## src/rtl/benes_stage_router_if.sv

```systemverilog
// Request/response bundle for benes_stage_router: permutation in, switch selects and sub-permutations out.
// XBOT supplies the default port count when not set externally.
`ifndef XBOT
`define XBOT 8
`endif

interface benes_stage_router_if #(
    parameter int XREQ_SIZE = `XBOT
);
    localparam int IDX_W = $clog2(XREQ_SIZE);

    logic                                   req_valid;
    logic                                   req_ready;
    logic [XREQ_SIZE-1:0][IDX_W-1:0]        req_perm;
    logic                                   rsp_valid;
    logic                                   rsp_ready;
    logic [XREQ_SIZE/2-1:0]                 rsp_left_sel;
    logic [XREQ_SIZE/2-1:0]                 rsp_right_sel;
    logic [XREQ_SIZE/2-1:0][IDX_W-2:0]      rsp_upper_perm;
    logic [XREQ_SIZE/2-1:0][IDX_W-2:0]      rsp_lower_perm;
    logic                                   rsp_err;

    modport master (
        output req_valid, req_perm, rsp_ready,
        input  req_ready, rsp_valid, rsp_left_sel, rsp_right_sel,
               rsp_upper_perm, rsp_lower_perm, rsp_err
    );

    modport slave (
        input  req_valid, req_perm, rsp_ready,
        output req_ready, rsp_valid, rsp_left_sel, rsp_right_sel,
               rsp_upper_perm, rsp_lower_perm, rsp_err
    );
endinterface

```

## src/rtl/benes_stage_router.sv

```systemverilog
// Looping-algorithm router for one outer Benes stage pair: one left switch decided per WALK cycle.
// Optional duplicate-destination check is compiled in with ROUTE_CHECK_EN.
`ifndef XBOT
`define XBOT 8
`endif

module benes_stage_router #(
    parameter int XREQ_SIZE = `XBOT
) (
    input  logic                      clock,
    input  logic                      reset,
    benes_stage_router_if.slave       bus
);
    localparam int IDX_W = $clog2(XREQ_SIZE);
    localparam int HALF  = XREQ_SIZE / 2;
    localparam int SW_W  = IDX_W - 1;

    typedef enum logic [1:0] {S_IDLE, S_LOAD, S_WALK, S_DONE} state_t;

    state_t                          r_state, w_state_nxt;
    logic [XREQ_SIZE-1:0][IDX_W-1:0] r_perm;
    logic [XREQ_SIZE-1:0][IDX_W-1:0] r_inv;
    logic [HALF-1:0]                 r_visited;
    logic [SW_W-1:0]                 r_cur_s;
    logic [IDX_W-1:0]                r_cur_a;
    logic [SW_W-1:0]                 r_step;
    logic [HALF-1:0]                 r_sel_l, r_sel_r;
    logic [HALF-1:0][SW_W-1:0]       r_upper, r_lower;

    logic [IDX_W-1:0]                w_o, w_o_partner, w_b;
    logic [SW_W-1:0]                 w_s_chain, w_s_free;
    logic [HALF-1:0]                 w_vis_nxt;
    logic                            w_last;
    logic                            w_dup;

    always_comb begin
        w_o         = r_perm[r_cur_a];
        w_o_partner = r_perm[{r_cur_a[IDX_W-1:1], ~r_cur_a[0]}];
        w_b         = r_inv[{w_o[IDX_W-1:1], ~w_o[0]}];
        w_s_chain   = w_b[IDX_W-1:1];
        w_vis_nxt   = r_visited | (HALF'(1) << r_cur_s);
        w_last      = (r_step == SW_W'(HALF - 1));
        // Downward scan so the lowest unvisited switch wins.
        w_s_free    = '0;
        for (int unsigned i = HALF; i > 0; i--) begin
            if (!w_vis_nxt[SW_W'(i - 1)]) w_s_free = SW_W'(i - 1);
        end
    end

`ifdef ROUTE_CHECK_EN
    logic r_err;

    always_comb begin
        w_dup = 1'b0;
        for (int unsigned i = 0; i < XREQ_SIZE; i++) begin
            for (int unsigned j = i + 1; j < XREQ_SIZE; j++) begin
                if (r_perm[IDX_W'(i)] == r_perm[IDX_W'(j)]) w_dup = 1'b1;
            end
        end
    end
`else
    assign w_dup = 1'b0;
`endif

    always_ff @(posedge clock or posedge reset) begin
        if (reset) r_state <= S_IDLE;
        else       r_state <= w_state_nxt;
    end

    always_comb begin
        w_state_nxt = r_state;
        case (r_state)
            S_IDLE: if (bus.req_valid) w_state_nxt = S_LOAD;
            S_LOAD: w_state_nxt = w_dup ? S_DONE : S_WALK;
            S_WALK: if (w_last) w_state_nxt = S_DONE;
            S_DONE: if (bus.rsp_ready) w_state_nxt = S_IDLE;
            default: w_state_nxt = S_IDLE;
        endcase
    end

    always_comb begin
        bus.req_ready      = (r_state == S_IDLE) && !reset;
        bus.rsp_valid      = (r_state == S_DONE);
        bus.rsp_left_sel   = r_sel_l;
        bus.rsp_right_sel  = r_sel_r;
        bus.rsp_upper_perm = r_upper;
        bus.rsp_lower_perm = r_lower;
`ifdef ROUTE_CHECK_EN
        bus.rsp_err        = r_err;
`else
        bus.rsp_err        = 1'b0;
`endif
    end

    always_ff @(posedge clock or posedge reset) begin
        if (reset) begin
            r_perm    <= '0;
            r_inv     <= '0;
            r_visited <= '0;
            r_cur_s   <= '0;
            r_cur_a   <= '0;
            r_step    <= '0;
            r_sel_l   <= '0;
            r_sel_r   <= '0;
            r_upper   <= '0;
            r_lower   <= '0;
`ifdef ROUTE_CHECK_EN
            r_err     <= 1'b0;
`endif
        end else begin
            case (r_state)
                S_IDLE: if (bus.req_valid) r_perm <= bus.req_perm;
                S_LOAD: begin
                    for (int unsigned i = 0; i < XREQ_SIZE; i++) begin
                        r_inv[r_perm[IDX_W'(i)]] <= IDX_W'(i);
                    end
                    r_visited <= '0;
                    r_cur_s   <= '0;
                    r_cur_a   <= '0;
                    r_step    <= '0;
                    r_sel_l   <= '0;
                    r_sel_r   <= '0;
                    r_upper   <= '0;
                    r_lower   <= '0;
`ifdef ROUTE_CHECK_EN
                    r_err     <= w_dup;
`endif
                end
                S_WALK: begin
                    r_sel_l[r_cur_s]         <= r_cur_a[0];
                    r_sel_r[w_o[IDX_W-1:1]]  <= w_o[0];
                    r_upper[r_cur_s]         <= w_o[IDX_W-1:1];
                    r_lower[r_cur_s]         <= w_o_partner[IDX_W-1:1];
                    r_visited                <= w_vis_nxt;
                    r_step                   <= r_step + 1'b1;
                    // Chain closure falls straight through to the next fresh switch.
                    if (!w_vis_nxt[w_s_chain]) begin
                        r_cur_s <= w_s_chain;
                        r_cur_a <= {w_b[IDX_W-1:1], ~w_b[0]};
                    end else begin
                        r_cur_s <= w_s_free;
                        r_cur_a <= {w_s_free, 1'b0};
                    end
                end
                default: ;
            endcase
        end
    end
endmodule
```

## src/flat_wrapper.sv

```systemverilog
// flat-port wrapper written by rule: the top's interface ports become plain ports
module benes_stage_router_flat 
#(
    parameter int XREQ_SIZE = `XBOT
)
  (clock, reset, bus_req_valid, bus_req_perm, bus_rsp_ready, bus_req_ready, bus_rsp_valid, bus_rsp_left_sel, bus_rsp_right_sel, bus_rsp_upper_perm, bus_rsp_lower_perm, bus_rsp_err);
  benes_stage_router_if #(.XREQ_SIZE(XREQ_SIZE)) bus_i ();
  input  logic clock;
  input  logic reset;
  input wire logic [$bits(bus_i.req_valid)-1:0] bus_req_valid;
  input wire logic [$bits(bus_i.req_perm)-1:0] bus_req_perm;
  input wire logic [$bits(bus_i.rsp_ready)-1:0] bus_rsp_ready;
  output wire logic [$bits(bus_i.req_ready)-1:0] bus_req_ready;
  output wire logic [$bits(bus_i.rsp_valid)-1:0] bus_rsp_valid;
  output wire logic [$bits(bus_i.rsp_left_sel)-1:0] bus_rsp_left_sel;
  output wire logic [$bits(bus_i.rsp_right_sel)-1:0] bus_rsp_right_sel;
  output wire logic [$bits(bus_i.rsp_upper_perm)-1:0] bus_rsp_upper_perm;
  output wire logic [$bits(bus_i.rsp_lower_perm)-1:0] bus_rsp_lower_perm;
  output wire logic [$bits(bus_i.rsp_err)-1:0] bus_rsp_err;
  assign bus_i.req_valid = bus_req_valid;
  assign bus_i.req_perm = bus_req_perm;
  assign bus_i.rsp_ready = bus_rsp_ready;
  assign bus_req_ready = bus_i.req_ready;
  assign bus_rsp_valid = bus_i.rsp_valid;
  assign bus_rsp_left_sel = bus_i.rsp_left_sel;
  assign bus_rsp_right_sel = bus_i.rsp_right_sel;
  assign bus_rsp_upper_perm = bus_i.rsp_upper_perm;
  assign bus_rsp_lower_perm = bus_i.rsp_lower_perm;
  assign bus_rsp_err = bus_i.rsp_err;
  benes_stage_router #(.XREQ_SIZE(XREQ_SIZE)) u_core (.clock(clock), .reset(reset), .bus(bus_i));
endmodule
```

## config.mk

```make
export PLATFORM = sky130hd
export DESIGN_NAME = benes_stage_router_flat
export DESIGN_NICKNAME = d
export VERILOG_FILES = /design/src/rtl/benes_stage_router_if.sv /design/src/rtl/benes_stage_router.sv /design/src/flat_wrapper.sv
export SDC_FILE = /design/constraint.sdc
export NUM_CORES = 1
export LEC_CHECK = 0
export CAP_MARGIN = 10
export CORE_MARGIN = 4
export CORE_UTILIZATION = 52
export DETAILED_ROUTE_END_ITERATION = 12
export HOLD_SLACK_MARGIN = 0.03
export PLACE_DENSITY = 0.72
export SYNTH_ARGS = -nofsm -noshare
export SYNTH_HDL_FRONTEND = slang
export SYNTH_SLANG_ARGS = --single-unit
```

## constraint.sdc

```tcl
create_clock -name clock -period 2.9 [get_ports clock]
set_input_delay 0.58 -clock clock [delete_from_list [all_inputs] [get_ports clock]]
set_output_delay 0.58 -clock clock [all_outputs]
set_load 0.01 [all_outputs]
```

**After elaboration in Yosys (flattened, before gate mapping)**

Index checks and enable logic that the tools add are counted.

- Add/sub/neg operators: 1
- Order comparisons: 24
- Equality and inequality tests: 7
- Shifts and indexed selects: 1
- Mux-type cells: 52
- Bitwise gates (word level): 25
- Reductions and logical operators: 16

Operators with widths:

| kind | number |
|---|---|
| $demux 3 s3 | 8 |
| $and 16x16->16 | 3 |
| $not 16->16 | 3 |
| $or 16x16->16 | 3 |
| $lt 3x4->1 const B | 11 |
| $mux 3 | 12 |
| $pmux 8 s2 | 2 |
| $bmux 3 s3 | 3 |
| $and 24x24->24 | 1 |
| $and 8x8->8 | 3 |
| $ge 3x1->1 const B | 8 |
| $not 24->24 | 1 |
| $not 8->8 | 3 |
| $or 24x24->24 | 1 |
| $or 8x8->8 | 3 |
| $pmux 4 s2 | 3 |
| $mux 2 | 9 |
| $bwmux 8 | 2 |
| $logic_and 1x1->1 | 11 |
| $lt 2x3->1 const B | 3 |
| $bwmux 4 | 2 |
| $pmux 2 s2 | 2 |
| $pmux 2 s4 | 1 |
| $eq 2x2->1 const B | 3 |
| 18 further kinds | 25 |

- Bits in registers: 85
- Input bits: 28
- Output and inout bits: 27
- Word-level logic and storage cells: 157

**Logic depth before layout (Yosys ltp)**

- Depth after elaboration: 13
- Depth in mapped cells: 11
- Gate-level depth less buffers: 9

**Worst setup path before layout**

Ideal clock, no wire load.

- Path type: reg2reg
- From: register u_core.r_cur_a[0]
- To: register u_core.r_cur_s[1]
- Library setup time: 0.066 ns
- Arrival time: 2.650 ns
- Data required time: 2.834 ns
- Path slack: 0.184 ns
- Stages on the path, launching flop included: 12
- Buffers on the path: 2
- Cells stage by stage: dfrtp_1 buf_6 mux2i_1 mux4_2 buf_6 mux2i_1 mux2i_1 mux2i_4 mux2_2 a2111oi_2 a41o_1 a221o_1

- Cells in the longest elaborated chain, start to end: 9

RTL lines:

| item | line | source |
|---|---|---|
| start, declared | benes_stage_router.sv:25 | `logic [IDX_W-1:0] r_cur_a;` |
| start signal, assigned | benes_stage_router.sv:139 | `r_cur_a <= {w_b[IDX_W-1:1], ~w_b[0]};` |
| start signal, assigned | benes_stage_router.sv:142 | `r_cur_a <= {w_s_free, 1'b0};` |
| $bmux 3 s3 (*) | benes_stage_router.sv:37 | `w_o = r_perm[r_cur_a];` |
| $mux 3 (implied by the code) (*) | benes_stage_router.sv:37 |  |
| $not 1->1 | benes_stage_router.sv:39 | `w_b = r_inv[{w_o[IDX_W-1:1], ~w_o[0]}];` |
| $bmux 3 s3 (*) | benes_stage_router.sv:39 |  |
| $mux 3 (implied by the code) (*) | benes_stage_router.sv:39 |  |
| $bmux 1 s2 | benes_stage_router.sv:137 | `if (!w_vis_nxt[w_s_chain]) begin` |
| $mux 1 (implied by the code) | benes_stage_router.sv:137 |  |
| $mux 2 (*) | benes_stage_router.sv:137 |  |
| $pmux 2 s2 (*) | benes_stage_router.sv:111 | `case (r_state)` |
| end signal, assigned | benes_stage_router.sv:138 | `r_cur_s <= w_s_chain;` |
| end signal, assigned | benes_stage_router.sv:141 | `r_cur_s <= w_s_free;` |
| end, declared | benes_stage_router.sv:24 | `logic [SW_W-1:0] r_cur_s;` |

Every way passes the cells marked *; elsewhere a longest branch is shown, timed or not. The select of a mux whose other input is x is not followed.
A chain may end at the register's enable or synchronous reset.

**Final worst setup path**

Ends and elaborated chain as after synthesis.

==> results.sh <==
export IMPL_crit_path_cell_trace="mux2i_1 -> mux4_2 -> mux2i_1 -> mux2i_1 -> mux2i_4 -> buf_6 -> mux2i_1 -> and2_1 -> a41o_1 -> a221o_1"
export IMPL_buffer_ports_inserted=53
export IMPL_ys_seq_elements=83
export IMPL_synth_yosys_seq_area_share=0.417
export IMPL_fin_worst_skew_ps=8.93
export IMPL_finalHoldViolations=0
export IMPL_post_synth_main_area_contributors="sky130_fd_sc_hd__dfrtp_1 42%, sky130_fd_sc_hd__mux2_2 6.6%, sky130_fd_sc_hd__nand2_1 6.4%"
export IMPL_chipWidth_um=106
export IMPL_timing_critical_path_to_type="flip-flop"
export IMPL_rsz0062_at_grt="true"
export IMPL_antenna_cells=0
export IMPL_rows=35
export IMPL_cpLargestDelayFamily="multiplexers"
export IMPL_timing_hold_ws_ps=480
export IMPL_initialDrtViolationCount=440
export IMPL_setup_viol=0
export IMPL_tritoncts_buffers=9
export IMPL_synthesis_instances=571
export IMPL_totalPowerFinal_mw=8.07
export IMPL_cts_htree_levels=3
export IMPL_areaGrowthSynthToFinish_pct=21.1
export IMPL_die_height_um=106
export IMPL_layout_drive_gt1_share=0.163
export IMPL_relSlewSlack=0.459
export IMPL_synth_largest_type_area_fraction=0.417
export IMPL_fp_dieArea_mm2=0.0112
export IMPL_reg2reg_setup_slack_ps=90
export IMPL_timing_max_transition_violations_final=0
export IMPL_wirelength_per_cell_um=18.6
export IMPL_timing_critical_path_required_ps=3130
export IMPL_worstPathArrival_ps=3050
export IMPL_clock_insertion_delay_worst_skew_ps=350
export IMPL_cellPowerDensity_mw_per_mm2=1340
export IMPL_dp_hpwl_mm=10.7
export IMPL_tightestPinTransition_ps=810
export IMPL_grt_max_degree=48
export IMPL_finish_instance_area_mm2=0.00604
export IMPL_first_global_vias=4260
export IMPL_floorplan_initialDensity=0.537
export IMPL_synthFlopType="sky130_fd_sc_hd__dfrtp_1"
export IMPL_drtPass1Iterations=5
export IMPL_synthesized_net_count=605
export IMPL_timing_max_cap_violations=0
export IMPL_p_leak_nw=2.62
export IMPL_synth_async_reset_ratio=1.00
export IMPL_worstSetupPathType="reg -> reg"
export IMPL_drt_wl_total_mm=14.4
export IMPL_clock_tree_root_cell="sky130_fd_sc_hd__clkbuf_8"
export IMPL_worst_path_max_fanout=6
export IMPL_grt_antenna_before_repair=1
export IMPL_synth_area_per_cell_um2=8.73
export IMPL_clock_path_buffers=2
export IMPL_gr_total_overflow=0
export IMPL_status="complete, no violations"
export IMPL_placed_cell_area_mm2=0.00582
export IMPL_mostFrequentLayoutCell="sky130_fd_sc_hd__nand2_1"
export IMPL_drc=0
export IMPL_fin_crit_ps=2810
export IMPL_nNetsFinal=675
export IMPL_netlist_cell_type_count=53
export IMPL_synth_edf_count=0
export IMPL_synth_warnings=0
export IMPL_achievable_clock_frequency_ghz=0.355
export IMPL_synth_largest_area_cell="sky130_fd_sc_hd__dfrtp_1"
export IMPL_tritoncts_num_sinks=83
export IMPL_most_common_layout_cells="85 x sky130_fd_sc_hd__nand2_1, 81 x sky130_fd_sc_hd__dfrtp_1, 56 x sky130_fd_sc_hd__a21oi_1"
export IMPL_clock_slew_at_the_register_clock_pins_of_the_worst_setup_and_hold_paths_ps=90
export IMPL_critical_path_n_buffers_inverters=1
export IMPL_gr_usage_all_layers=0.265
export IMPL_route_detailed_vias_per_inst=5.88
export IMPL_grt_first_pass_wirelength_mm=22.8
export IMPL_cp_slowest_cell="sky130_fd_sc_hd__mux4_2"
export IMPL_netlist_area_mm2=0.00498
export IMPL_crit_path_frequent_cell="sky130_fd_sc_hd__mux2i_1"
export IMPL_core_area_mm2=0.00928
export IMPL_tritoncts="done"
export IMPL_worst_case_vdd_ir_drop_mv=0.666
export IMPL_min_path_type="reg -> reg"
export IMPL_critPathLaunchType="flip-flop"
export IMPL_routed_via_count=4552
export IMPL_route_antenna_remaining_nets=0
export IMPL_ios=55
export IMPL_gp_congestion=0.969
export IMPL_timing_critical_path_slowest_cell_delay_ps=560
export IMPL_post_route_period_util=0.970
sequential cells by signal (all words and copies together), names as in the netlist:
name	flops
u_core.r_cur_s	1
u_core.r_inv	24
u_core.bus.rsp_left_sel	4
u_core.r_state	2
u_core.r_perm	24
u_core.r_step	2
u_core.bus.rsp_lower_perm	8
u_core.bus.rsp_upper_perm	8
u_core.r_visited	4
u_core.bus.rsp_right_sel	4
u_core.r_cur_a	2
metal layers:
layer,global-route usage,vias up,share of wire
met5,0,-,0.00090
met4,0.0759,2,0.025
met3,0.0662,37,0.093
met2,0.402,221,0.44
li1,-,2140,-
met1,0.378,2152,0.44
cell usage after synthesis, types with 5 or more instances:
cell type,count
sky130_fd_sc_hd__o21ai_0,44
sky130_fd_sc_hd__and3_1,9
sky130_fd_sc_hd__a31oi_1,17
sky130_fd_sc_hd__a21oi_1,56
sky130_fd_sc_hd__nand2_1,85
sky130_fd_sc_hd__mux2i_1,18
sky130_fd_sc_hd__and3b_1,7
sky130_fd_sc_hd__nor2b_1,7
sky130_fd_sc_hd__nand3_1,9
sky130_fd_sc_hd__nand2b_1,7
sky130_fd_sc_hd__inv_1,26
sky130_fd_sc_hd__mux2_2,29
sky130_fd_sc_hd__or3_1,5
sky130_fd_sc_hd__a21o_1,5
sky130_fd_sc_hd__clkbuf_1,28
sky130_fd_sc_hd__nor3_1,10
sky130_fd_sc_hd__dfrtp_1,83
sky130_fd_sc_hd__o22ai_1,6
sky130_fd_sc_hd__nand3b_1,6
sky130_fd_sc_hd__buf_2,6
sky130_fd_sc_hd__ha_1,6
sky130_fd_sc_hd__nor3b_1,6
sky130_fd_sc_hd__nor2_1,49
report_power, final:
part	switching [mW]	internal, mW
sequential	0.408	1.65
clock	0.422	0.325
combinational	2.97	2.29
total	3.80	4.27
final cells by class:
cell class	instances	area (um^2)
Sequential cell	83	2080
Fill cell	798	3250
Clock buffer	10	138
Inverter	26	98.8
Tap cell	129	161
Clock inverter	5	30.0
Multi-Input combinational cell	420	2630
Timing Repair Buffer	101	895
worst paths after layout:
| check | start | to | cells past startpoint |
|---|---|---|---|
| max | u_core.r_cur_a[0]$_DFFE_PP0P_ | u_core.r_cur_s[1]$_DFFE_PP0P_ | 10 |
| min | u_core.bus.rsp_upper_perm[0]$_DFFE_PP0P_ | u_core.bus.rsp_upper_perm[0]$_DFFE_PP0P_ | 2 |
| max reg2reg | u_core.r_cur_a[0]$_DFFE_PP0P_ | u_core.r_cur_s[1]$_DFFE_PP0P_ | 10 |
| min reg2reg | u_core.bus.rsp_upper_perm[0]$_DFFE_PP0P_ | u_core.bus.rsp_upper_perm[0]$_DFFE_PP0P_ | 2 |
| max in group asynchronous | reset | u_core.r_perm[15]$_DFFE_PP0P_ | 3 |
| min in group asynchronous | reset | u_core.r_perm[12]$_DFFE_PP0P_ | 2 |
cell families after synthesis:
kind of cell,Yosys count,synth area share
multiplexers,54,0.133
adder cells (fa/ha/maj),6,0.0151
AND/OR/NAND/NOR,206,0.194
buffers and inverters,68,0.0595
flip-flops,83,0.417
AO/OA/AOI/OAI,151,0.178
other,1,0.000752
XOR/XNOR,2,0.00352
through the flow:
stage	worst slack, ps	TNS [ps]	util	instances
after floorplan	183	0	-	571
after global placement	64.7	0	0.627	757
after detailed placement	-36.4	-44.9	0.627	757
after CTS	20.7	0	0.646	772
after global routing	-34.8	-34.8	0.650	774
final	86.9	0	0.650	774
worst reg2reg max path, cell delays in order, from the launching register on:
cell	delay, ps
sky130_fd_sc_hd__dfrtp_2	470
sky130_fd_sc_hd__mux2i_1	140
sky130_fd_sc_hd__mux4_2	560
sky130_fd_sc_hd__mux2i_1	200
sky130_fd_sc_hd__mux2i_1	130
sky130_fd_sc_hd__mux2i_4	260
sky130_fd_sc_hd__buf_6	140
sky130_fd_sc_hd__mux2i_1	60
sky130_fd_sc_hd__and2_1	170
sky130_fd_sc_hd__a41o_1	260
sky130_fd_sc_hd__a221o_1	300
what timing repair did:
item / CTS / global route
hold endpoints to repair: 0 / 0
setup buffers: 0 / 2
cloned: 0 / 0
pin swaps: 0 / 2
endpoints found under the setup margin: 2 / 2
hold buffers: 0 / 0
gates resized for setup: 2 / 4
Power figures use the tool's default switching activity.
